**config.mk**
```make
export PLATFORM = sky130hd
export DESIGN_NAME = tx_resp_fifo
export DESIGN_NICKNAME = d
export VERILOG_FILES = /design/src/rtl/tx_resp_pkg.sv /design/src/rtl/sync_fifo_core.sv /design/src/rtl/tx_resp_fifo.sv
export SDC_FILE = /design/constraint.sdc
export NUM_CORES = 1
export LEC_CHECK = 0
export BUFFER_PORTS_ARGS = -buffer_cell sky130_fd_sc_hd__buf_2
export CORE_UTILIZATION = 50
export DETAILED_ROUTE_END_ITERATION = 7
export PLACE_DENSITY_LB_ADDON = 0.08
export SYNTH_ARGS = -nofsm -noshare
export SYNTH_HDL_FRONTEND = slang
export SYNTH_SLANG_ARGS = --single-unit
export TNS_END_PERCENT = 100
```
**constraint.sdc**
```tcl
create_clock -name CLK -period 3 [get_ports CLK]
set_clock_uncertainty 0.1 [all_clocks]
set_input_delay 0 -clock CLK [delete_from_list [all_inputs] [get_ports CLK]]
set_output_delay 0 -clock CLK [all_outputs]
set_load 0.005 [all_outputs]
```
**src/rtl/tx_resp_pkg.sv**
```systemverilog
// Shared types and constants for the TX response FIFO.
// State encoding, default sizing and the width helper.
package tx_resp_pkg;

    typedef enum logic [1:0] {
        IDLE  = 2'd0,
        HOLD  = 2'd1,
        DRAIN = 2'd2
    } state_t;

    localparam int DEF_DATA_WIDTH   = 8;
    localparam int DEF_DEPTH        = 8;
    localparam int DEF_HOLD_TIMEOUT = 255;

    // Number of bits needed to hold the values 0 .. n-1 (minimum 1).
    function automatic int bits_for(input int n);
        int w;
        w = 1;
        while ((1 << w) < n) begin
            w = w + 1;
        end
        return w;
    endfunction

endpackage

```
**src/rtl/sync_fifo_core.sv**
```systemverilog
// Single-clock circular FIFO: storage, pointers, occupancy, FULL/EMPTY.
// A push at full is refused even when a pop happens in the same cycle.
module sync_fifo_core
    import tx_resp_pkg::*;
#(
    parameter int DATA_WIDTH = DEF_DATA_WIDTH,
    parameter int DEPTH      = DEF_DEPTH,
    parameter int ADDR_WIDTH = 3
) (
    input  logic                  i_clk,
    input  logic                  i_rst_n,
    input  logic                  i_push,
    input  logic [DATA_WIDTH-1:0] i_push_data,
    input  logic                  i_pop,
    output logic [DATA_WIDTH-1:0] o_head,
    output logic                  o_full,
    output logic                  o_empty,
    output logic [ADDR_WIDTH:0]   o_count
);

    logic [DATA_WIDTH-1:0] r_mem [0:DEPTH-1];
    logic [ADDR_WIDTH-1:0] r_wr_ptr;
    logic [ADDR_WIDTH-1:0] r_rd_ptr;
    logic [ADDR_WIDTH:0]   r_count;
    logic                  w_full;
    logic                  w_empty;
    logic                  w_push_ok;
    logic                  w_pop_ok;

    assign w_full    = (r_count == (ADDR_WIDTH+1)'(DEPTH));
    assign w_empty   = (r_count == '0);
    assign w_push_ok = i_push && !w_full;
    assign w_pop_ok  = i_pop && !w_empty;

    assign o_head  = r_mem[r_rd_ptr];
    assign o_full  = w_full;
    assign o_empty = w_empty;
    assign o_count = r_count;

    // Storage write; contents need no reset because the pointers gate visibility.
    always_ff @(posedge i_clk) begin
        if (w_push_ok) begin
            r_mem[r_wr_ptr] <= i_push_data;
        end
    end

    // Pointer and occupancy bookkeeping; pointers wrap naturally mod DEPTH.
    always_ff @(posedge i_clk or negedge i_rst_n) begin
        if (!i_rst_n) begin
            r_wr_ptr <= '0;
            r_rd_ptr <= '0;
            r_count  <= '0;
        end else begin
            if (w_push_ok) begin
                r_wr_ptr <= r_wr_ptr + ADDR_WIDTH'(1);
            end
            if (w_pop_ok) begin
                r_rd_ptr <= r_rd_ptr + ADDR_WIDTH'(1);
            end
            case ({w_push_ok, w_pop_ok})
                2'b10:   r_count <= r_count + (ADDR_WIDTH+1)'(1);
                2'b01:   r_count <= r_count - (ADDR_WIDTH+1)'(1);
                default: r_count <= r_count;
            endcase
        end
    end

endmodule

```
**src/rtl/tx_resp_fifo.sv**
```systemverilog
// Response buffer between the system controller and the UART Data_Sync.
// Bytes are released one at a time with a level-held vld that stays up
// until the transmitter reports busy, or until the hold timer expires.
// Optional feature: define TX_RESP_FIFO_OVF_FLAG_EN to add the sticky
// overflow flag OVF and its clear input OVF_CLR.
module tx_resp_fifo
    import tx_resp_pkg::*;
#(
    parameter int DATA_WIDTH   = DEF_DATA_WIDTH,
    parameter int DEPTH        = DEF_DEPTH,
    parameter int ADDR_WIDTH   = 3,
    parameter int HOLD_TIMEOUT = DEF_HOLD_TIMEOUT
) (
    input  logic                  CLK,
    input  logic                  RST,
    input  logic [DATA_WIDTH-1:0] WR_DATA,
    input  logic                  WR_VLD,
    input  logic                  TX_Busy,
`ifdef TX_RESP_FIFO_OVF_FLAG_EN
    input  logic                  OVF_CLR,
    output logic                  OVF,
`endif
    output logic [DATA_WIDTH-1:0] TX_send,
    output logic                  vld,
    output logic                  FULL,
    output logic                  EMPTY,
    output logic [ADDR_WIDTH:0]   COUNT,
    output logic                  TO_ERR
);

    localparam int TMR_W = bits_for(HOLD_TIMEOUT + 1);

    state_t                r_state;
    state_t                w_state_nxt;
    logic                  w_pop;
    logic                  w_full;
    logic                  w_empty;
    logic [DATA_WIDTH-1:0] w_head;
    logic [DATA_WIDTH-1:0] r_tx_send;
    logic [DATA_WIDTH-1:0] w_tx_nxt;
    logic                  r_vld;
    logic                  w_vld_nxt;
    logic                  r_to_err;
    logic                  w_to_nxt;
    logic [TMR_W-1:0]      r_timer;
    logic [TMR_W-1:0]      w_tmr_nxt;

    sync_fifo_core #(
        .DATA_WIDTH (DATA_WIDTH),
        .DEPTH      (DEPTH),
        .ADDR_WIDTH (ADDR_WIDTH)
    ) u_core (
        .i_clk       (CLK),
        .i_rst_n     (RST),
        .i_push      (WR_VLD),
        .i_push_data (WR_DATA),
        .i_pop       (w_pop),
        .o_head      (w_head),
        .o_full      (w_full),
        .o_empty     (w_empty),
        .o_count     (COUNT)
    );

    assign FULL    = w_full;
    assign EMPTY   = w_empty;
    assign TX_send = r_tx_send;
    assign vld     = r_vld;
    assign TO_ERR  = r_to_err;

    // State register.
    always_ff @(posedge CLK or negedge RST) begin
        if (!RST) begin
            r_state <= IDLE;
        end else begin
            r_state <= w_state_nxt;
        end
    end

    // Next-state decode and next values for the handshake outputs and timer.
    always_comb begin
        w_state_nxt = r_state;
        w_pop       = 1'b0;
        w_tx_nxt    = r_tx_send;
        w_vld_nxt   = 1'b0;
        w_to_nxt    = 1'b0;
        w_tmr_nxt   = r_timer;
        case (r_state)
            IDLE: begin
                // A transmitter still busy from an earlier frame blocks the pop.
                if (!w_empty && !TX_Busy) begin
                    w_pop       = 1'b1;
                    w_tx_nxt    = w_head;
                    w_vld_nxt   = 1'b1;
                    w_tmr_nxt   = '0;
                    w_state_nxt = HOLD;
                end
            end
            HOLD: begin
                w_vld_nxt = 1'b1;
                if (TX_Busy) begin
                    w_vld_nxt   = 1'b0;
                    w_state_nxt = DRAIN;
                end else if (r_timer == TMR_W'(HOLD_TIMEOUT)) begin
                    // Transmitter never picked the byte up: drop it and flag.
                    w_vld_nxt   = 1'b0;
                    w_to_nxt    = 1'b1;
                    w_state_nxt = IDLE;
                end else begin
                    w_tmr_nxt = r_timer + TMR_W'(1);
                end
            end
            DRAIN: begin
                if (!TX_Busy) begin
                    w_state_nxt = IDLE;
                end
            end
            default: begin
                w_state_nxt = IDLE;
            end
        endcase
    end

    // Registered handshake outputs and hold timer.
    always_ff @(posedge CLK or negedge RST) begin
        if (!RST) begin
            r_tx_send <= '0;
            r_vld     <= 1'b0;
            r_to_err  <= 1'b0;
            r_timer   <= '0;
        end else begin
            r_tx_send <= w_tx_nxt;
            r_vld     <= w_vld_nxt;
            r_to_err  <= w_to_nxt;
            r_timer   <= w_tmr_nxt;
        end
    end

`ifdef TX_RESP_FIFO_OVF_FLAG_EN
    logic r_ovf;

    assign OVF = r_ovf;

    // Sticky overflow flag; a new drop outranks a simultaneous clear.
    always_ff @(posedge CLK or negedge RST) begin
        if (!RST) begin
            r_ovf <= 1'b0;
        end else if (WR_VLD && w_full) begin
            r_ovf <= 1'b1;
        end else if (OVF_CLR) begin
            r_ovf <= 1'b0;
        end
    end
`endif

endmodule

```
==> results.toml, run 1 <==
[synth]
synth_edf_count = 64
ys_warn_count = 0
synth_cell_types = 38
avgSynthCellArea_um2 = 16.0
synth_seq_cells = 94
syn-cell-area_mm2 = 0.00383
ys_seq_area_share_pct = 69.7
synthFlopType = "edfxtp_1"
syn_inst = 239
syn_nets = 257
async_reset_ff_share_pct = 31.9

[die]
rows = 31
die_width_um = 89.6
fp.dieArea_mm2 = 0.00802
initial_core_util_pct = 52.3
die_y_um = 89.6
num_io_pins = 28
core_mm2 = 0.00733

[routing]
drc = 0
drtPass1Iterations = 4
drt-initial-drc-count = 139
vias_per_cell = 5.25
routed_wl_mm = 6.58
wl_per_cell_um = 16.5
num_vias = 2094
final_antenna_net_count = 0

[worst_setup_path]
startpoint_type = "register"
cp_max_fo = 5
crit_type = "register to register"
slowest_stage = "a2111oi_0"
arrival_ps = 2740
cpPeakStageDelay_ps = 450
end_kind = "register"
cp_data_required_time_ps = 3130
crit_chain = "or2_2 -> or3_2 -> inv_1 -> ha_1 -> nand3b_1 -> a2111oi_0 -> nor3_1 -> xnor2_1"

[hold_path]
min_path_type = "primary input to register"

[grt]
grt.overflow.total = 0
antenna_found_initial = 0
grt_max_degree = 31
grt_first_pass_wirelength_mm = 10.4
grt_pass1_vias = 2032
track_usage_pct = 18.2

[clocking]
clock-sinks = 94
cts_tree = "done"
clk_pin_slew_worst_paths_ps = 90
cts_resized = 0
numCtsBuffers = 9
insertion_delay_ps = 350
root_buffer = "clkbuf_8"
clk_path_buf_depth = 2
htreeDepth = 3

[sta]
rsz0062_at_grt = "false"
finalSetupViolations = 0
finalCritPeriodShare_pct = 87.0
slew_headroom_pct = 47.3
fin_setup_tns_ps = 0
period_needed_ps = 2610
worst_pin_slew_ps = 791
hold_viol = 0
slew_violations = 0
setup_ws_ps = 391
fmax_ghz = 0.383

[finish]
fill_cells = 564
antenna_cells = 0
drive_gt1_share_pct = 26.3
synthToLayoutAreaGrowth_pct = 16.1
nNetsFinal = 313

[place]
port-buffer-count = 27
place_congestion = 0.729
dp_hpwl_mm = 4.29
place_ws_ps = 430

[power_and_ir_drop]
p_leak_nw = 1.68
ir_drop_uv = 479
power_density_mw_per_mm2 = 833

[run]
cap_violations = 0

[status]
status = "finished clean"
-- layer usage --
metal	GRT usage (%)	vias to the layer above	routed length [um]	part of all wire, %
li1	-	1019	-	-
met1	25.3	1033	3090	47
met2	28.5	32	3190	48
met3	3.29	10	187	2.8
met4	7.79	0	116	1.8
met5	0	-	0	0
-- critical path: cells and delay by family (launching register included) --
kind                       cells  cell delay [ps]
buffers and inverters          1              130
adders and majority gates      1              280
xor gates and xnor gates       1              140
DFF                            1              410
AOI/OAI and AO/OA              1              450
and+or+nand+nor                4              990
-- flip-flops by register name (all words and copies together), names as in the netlist --
| name | flops |
|---|---|
| r_timer | 8 |
| vld | 1 |
| TO_ERR | 1 |
| u_core.o_count | 4 |
| r_state | 2 |
| u_core.r_wr_ptr | 3 |
| TX_send | 8 |
| u_core.r_rd_ptr | 3 |
| u_core.r_mem | 64 |
-- cells in the mapped netlist (3+ instances only) --
master | count | area [um2]
nor2_1 | 9 | 33.8
o21ai_0 | 12 | 60.1
edfxtp_1 | 64 | 1920
mux4_2 | 16 | 360
a21oi_1 | 3 | 15.0
nand2b_1 | 4 | 25.0
dfrtp_1 | 30 | 751
xor2_1 | 3 | 26.3
nand3_1 | 6 | 30.0
ha_1 | 6 | 75.1
inv_1 | 8 | 30.0
nand2_1 | 23 | 86.3
xnor2_1 | 6 | 52.6
mux2i_1 | 9 | 90.1
nor3_1 | 7 | 35.0
buf_2 | 4 | 20.0
-- cell usage in the layout, fill, tap and decap left out, types with 2 or more instances in the layout --
cell and count:
nand2_1 23, o31ai_1 2, nand2b_1 4, a21boi_0 2, nor3_1 7, dlygate4sd3_1 10
clkinvlp_4 3, buf_4 15, clkbuf_8 9, ha_1 6, o21ai_0 12, xor2_1 3
a211oi_1 2, nor4_1 2, nand3_1 6, dfrtp_1 30, or3_2 2, inv_1 8
nor2_1 9, buf_2 27, mux2i_1 9, a21oi_1 3, mux4_2 16, a2111oi_0 2
edfxtp_1 64, xnor2_1 6
-- report_power, final --
part	leakage [nW]	switching, W	total, W	internal [W]
Combinational	0.642	0.000473	0.00104	0.000567
Clock	0.0808	0.000437	0.000746	0.000309
Sequential	0.959	0.000248	0.00192	0.00167
-- timing repair --
action	CTS	global route
buffers inserted	0	0
endpoints found under the hold margin	98	0
hold buffers	10	0
setup endpoints to repair	0	0
-- area by class of cell --
cell class                 count  area (um2)  area share [%]
tap                           99         124            2.78
clock inverter                 6        47.5            1.07
sequential                    94        2670            60.1
multi-input combinational    130        1100            24.7
inverter                       8        30.0           0.675
timing repair buffer          52         348            7.82
clock buffer                  10         128            2.87
-- stage by stage --
step	cell area [um2]	hold WS [ps]	cells	utilization, %	total power [W]
2_1_floorplan	3830	-396	239	-	0.00263
6_report	4450	53.1	399	60.7	0.00371
3_5_place_dp	4180	0.00849	373	57.0	0.00301
5_1_grt	4450	67.8	399	60.7	0.00395
3_3_place_gp	4180	-2.70	373	57.0	0.00298
4_1_cts	4450	33.9	399	60.7	0.00377
-- cell families (layout without fill, tap and decap cells) --
logic type / Yosys count / count (layout) / share of synthesized area [%]
compound gates: 27 / 27 / 4.70
mux: 26 / 26 / 12.0
simple gates: 62 / 62 / 7.96
fa+ha+maj: 6 / 6 / 1.96
flops: 94 / 94 / 69.7
buf+inv: 15 / 76 / 1.60
xor+xnor: 9 / 9 / 2.06
-- worst paths after layout --
| check | from | end | slack (ps) | depth (start not counted) |
|---|---|---|---|---|
| max reg2reg | r_state[1] | u_core.o_count[3] | 390 | 8 |
| min reg2reg | TX_send[5] | TX_send[5] | 380 | 2 |
| min in group asynchronous | RST | vld | 130 | 2 |
| max | r_state[1] | u_core.o_count[3] | 390 | 8 |
| max in group asynchronous | RST | TX_send[1] | 2200 | 2 |
| min | WR_VLD | u_core.r_wr_ptr[1] | 50 | 5 |
Power figures use the tool's default switching activity.
==> run 2, diff against run 1 <==
Settings changed: CORE_MARGIN set to 4.
==> run 2 against run 1 <==
Net effect:
- die area rose by 14%
- first-iteration DRC count rose by 27%
- largest cell class unchanged
- register-to-register slack got worse by 96 ps
- flip-flop and latch count did not move
- global-route usage fell by 1.5 points
==> results.toml, run 2 (synthesis results as in run 1) <==
[sta]
slew_violations = 0
slew_headroom_pct = 44.9
fmax_ghz = 0.370
setup_ws_ps = 296
hold_viol = 0
finalCritPeriodShare_pct = 90.1
finalSetupViolations = 0
worst_pin_slew_ps = 826
fin_setup_tns_ps = 0
rsz0062_at_grt = "false"
holdWs_ps = 70.7
period_needed_ps = 2700

[die]
die_width_um = 95.6
initial_core_util_pct = 52.0
fp.dieArea_mm2 = 0.00913
num_io_pins = 28
die_y_um = 95.6
rows = 31
core_mm2 = 0.00737

[worst_setup_path]
rr_worst_depth = 10
r2r-start = "r_state[1]"
startpoint = "r_state[1]"
startpoint_type = "register"
reg2reg_slack_ps = 300
path_common_cell = "xor2_1"
cpPeakStageDelay_ps = 430
cp_data_required_time_ps = 3130
reg2reg_to = "u_core.o_count[2]"
slowest_stage = "or3_2"
cp-endpoint = "u_core.o_count[2]"
end_kind = "register"
cp_max_fo = 7
crit_type = "register to register"
arrival_ps = 2840
crit_chain = "or2_2 -> or3_2 -> inv_1 -> ha_1 -> xor2_1 -> ha_1 -> a21oi_1 -> xor2_1 -> nor2_1 -> xor2_1"

[grt]
grt_first_pass_wirelength_mm = 11.0
grt_max_degree = 31
antenna_found_initial = 1
grt.overflow.total = 0
grt_pass1_vias = 2061
track_usage_pct = 16.6

[run]
cap_violations = 0

[finish]
antenna_cells = 0
drive_gt1_share_pct = 24.9
multi_input_area_mm2 = 0.00110
regMostFlops = "u_core.r_mem"
fill_cells = 590
fin_util_pct = 60.3
synthToLayoutAreaGrowth_pct = 15.8
largest_reg_flops = 64
nNetsFinal = 310
register_area_mm2 = 0.00267
final_common_cell = "edfxtp_1"
layout_common_cells = "edfxtp_1 (64), dfrtp_1 (30), buf_2 (27)"

[power_and_ir_drop]
total_power_w = 0.00376
p_leak_nw = 1.67
power_density_mw_per_mm2 = 847
ir_drop_uv = 448

[clocking]
clk_path_buf_depth = 2
insertion_delay_ps = 350
cts_tree = "done"
cts_resized = 0
htreeDepth = 3
root_buffer = "clkbuf_8"
numCtsBuffers = 9
clk_pin_slew_worst_paths_ps = 80
clock-sinks = 94

[place]
place_congestion = 0.775
port-buffer-count = 27
place_ws_ps = 335
dp_hpwl_mm = 4.40

[routing]
wl_per_cell_um = 17.0
vias_per_cell = 5.33
drtPass1Iterations = 5
drt-initial-drc-count = 176
drc = 0
final_antenna_net_count = 0
num_vias = 2110
routed_wl_mm = 6.74

[status]
status = "finished clean"

[hold_path]
holdPathStages = 5
min_path_type = "primary input to register"
## run 2: changes by cell type in the layout (fill, tap and decap cells not counted), sizes merged
cell      delta
inv          -1
bufinv       +1
buf          -3
clkinv       +1
clkinvlp     -1
## run 2: worst min path at each step
stage                      start                 end  slack, ps
after floorplan              RST              TO_ERR       -400
after global placement       RST                 vld         -7
after detailed placement     RST                 vld          2
after CTS                 WR_VLD  u_core.r_wr_ptr[1]         50
after global routing      WR_VLD  u_core.r_wr_ptr[1]         70
final                     WR_VLD  u_core.r_wr_ptr[1]         70
## run 2: final cells by class
type                            count  area share (%)
Multi-Input combinational cell    130            24.8
Inverter                            8           0.676
Clock inverter                      6            1.38
Clock buffer                       10            2.87
Timing Repair Buffer               49            7.32
Sequential cell                    94            60.2
Tap cell                           99            2.79
## run 2: through the flow
stage,instance area [um2],instances
6_report,4440,396
5_1_grt,4440,396
3_3_place_gp,4150,370
4_1_cts,4440,396
2_1_floorplan,3830,239
3_5_place_dp,4150,370
## run 2: worst max-delay path: cells and delay by family, from the launching register on
kind | cells | cell delay (ps)
AO/OA/AOI/OAI | 1 | 140
XOR/XNOR | 3 | 420
adder cells (fa/ha/maj) | 2 | 500
buffers and inverters | 1 | 200
flip-flops | 1 | 410
AND/OR/NAND/NOR | 3 | 820
## run 2: layer usage
metal / vias to the layer above / share of wire [%] / track usage [%]
met5: - / 0.10 / 0
met4: 2 / 1.8 / 6.28
met3: 12 / 4.2 / 4.50
met2: 46 / 46 / 24.1
met1: 1033 / 48 / 24.1
li1: 1017 / - / -
## run 2: timing repair
item	in CTS	in global routing
hold endpoints to repair	98	0
setup buffers	0	0
setup endpoints to repair	0	0
hold buffers	10	0
## run 2: where the power goes
part | switching [W] | internal, W
logic | 0.000491 | 0.000554
registers | 0.000250 | 0.00167
clock network | 0.000412 | 0.000383
==> run 3, diff against run 2 <==
Settings changed: GPL_ROUTABILITY_DRIVEN set to 1, REMOVE_ABC_BUFFERS set to 1.
==> run 3 against run 2 <==
Net effect:
- die area is the same
- sequential power is essentially flat
- hold slack improved by 62 ps
- non-clock buffer count decreased by 2
- utilization grew 0.37 points
==> results.toml, run 3 (synthesis results as in run 1) <==
[die]
rows = 31
die_y_um = 95.6
die_width_um = 95.6
fp.dieArea_mm2 = 0.00913
initial_core_util_pct = 52.0
core_mm2 = 0.00737
num_io_pins = 28

[clocking]
post_cts_buffers = 0
clk_pin_slew_worst_paths_ps = 90
htreeDepth = 3
numCtsBuffers = 9
clock-sinks = 94
root_buffer = "clkbuf_8"
insertion_delay_ps = 350
cts_tree = "done"
clk_path_buf_depth = 2

[grt]
antenna_found_initial = 0
track_usage_pct = 16.9
grt_max_degree = 31
grt_first_pass_wirelength_mm = 11.1
grt_pass1_vias = 2114
grt.overflow.total = 0

[worst_setup_path]
reg2reg_to = "u_core.o_count[2]"
reg2reg_slack_ps = 360
cp_data_required_time_ps = 3140
r2r-start = "r_state[1]"
arrival_ps = 2780
startpoint_type = "register"
end_kind = "register"
crit_type = "register to register"
cp_max_fo = 7
rr_worst_depth = 10

[place]
port-buffer-count = 27
dp_hpwl_mm = 4.25
place_congestion = 0.730
place_area_mm2 = 0.00413
place_ws_ps = 351

[sta]
finalSetupViolations = 0
setup_ws_ps = 356
hold_viol = 0
finalCritPeriodShare_pct = 88.1
worst_pin_slew_ps = 965
fin_setup_tns_ps = 0
fmax_ghz = 0.378
slew_violations = 0
period_needed_ps = 2640
rsz0062_at_grt = "false"
slew_headroom_pct = 35.4
holdWs_ps = 132

[finish]
largest_reg_flops = 64
fin_area_mm2 = 0.00447
drive_gt1_share_pct = 25.1
final_common_cell = "edfxtp_1"
multi_input_area_mm2 = 0.00110
antenna_cells = 0
nNetsFinal = 308
synthToLayoutAreaGrowth_pct = 16.5
regMostFlops = "u_core.r_mem"
layout_common_cells = "edfxtp_1 (64), dfrtp_1 (30), buf_2 (27)"
fill_cells = 589
register_area_mm2 = 0.00267

[routing]
wl_per_cell_um = 17.6
final_antenna_net_count = 0
vias_per_cell = 5.31
num_vias = 2094
drt-initial-drc-count = 131
drtPass1Iterations = 4
drc = 0
routed_wl_mm = 6.94

[status]
status = "finished clean"

[power_and_ir_drop]
p_leak_nw = 1.69
ir_drop_uv = 416
power_density_mw_per_mm2 = 868

[hold_path]
min_path_type = "primary input to async pin"

[run]
cap_violations = 0
## run 3: report_power, final
part / total, W / internal (W) / leakage (nW) / switching, W
Clock: 0.000938 / 0.000481 / 0.112 / 0.000457
Combinational: 0.00103 / 0.000544 / 0.615 / 0.000482
Sequential: 0.00192 / 0.00167 / 0.959 / 0.000244
## run 3: layout make-up
type | count | share of cell area [%]
Inverter | 8 | 0.672
Sequential cell | 94 | 59.8
Tap cell | 99 | 2.77
Clock inverter | 7 | 2.35
Timing Repair Buffer | 47 | 7.00
Multi-Input combinational cell | 130 | 24.6
Clock buffer | 9 | 2.77
## run 3: critical path, cell delays in order (launching register included)
cell and delay [ps]:
dfrtp_1 410, or2_2 310, or3_2 430, inv_1 190, ha_1 300, xor2_1 100, ha_1 180, a21oi_1 140
xor2_1 160, nor2_1 60, xor2_1 140
## run 3: worst max-delay path by stage
stage	start	to	slack, ps
after floorplan	u_core.o_count[1]	u_core.o_count[2]	210
after global routing	r_state[1]	u_core.o_count[2]	210
after CTS	r_state[1]	u_core.o_count[2]	340
final	r_state[1]	u_core.o_count[2]	360
after detailed placement	r_state[1]	u_core.o_count[2]	350
after global placement	u_core.o_count[1]	u_core.o_count[2]	410
## run 3: per-stage QoR
stage               power [W]  util [%]  cells
floorplan             0.00260         -    232
global placement      0.00297      56.0    367
detailed placement    0.00299      56.0    367
CTS                   0.00394      60.6    394
global route          0.00414      60.6    394
finish                0.00388      60.6    394
## run 3: repair_timing
item | 4_1_cts | 5_1_grt
gates resized for setup | 0 | 0
hold buffers | 11 | 0
setup endpoints to repair | 0 | 0
endpoints found under the hold margin | 99 | 0
## run 3: routing by layer
layer  GRT usage (%)  vias to the layer above  share of wire, %
met1            23.8                     1034                48
met5               0                        -                 0
li1                -                     1017                 -
met2            25.8                       33                48
met3            3.31                       10               2.8
met4            7.46                        0               1.6
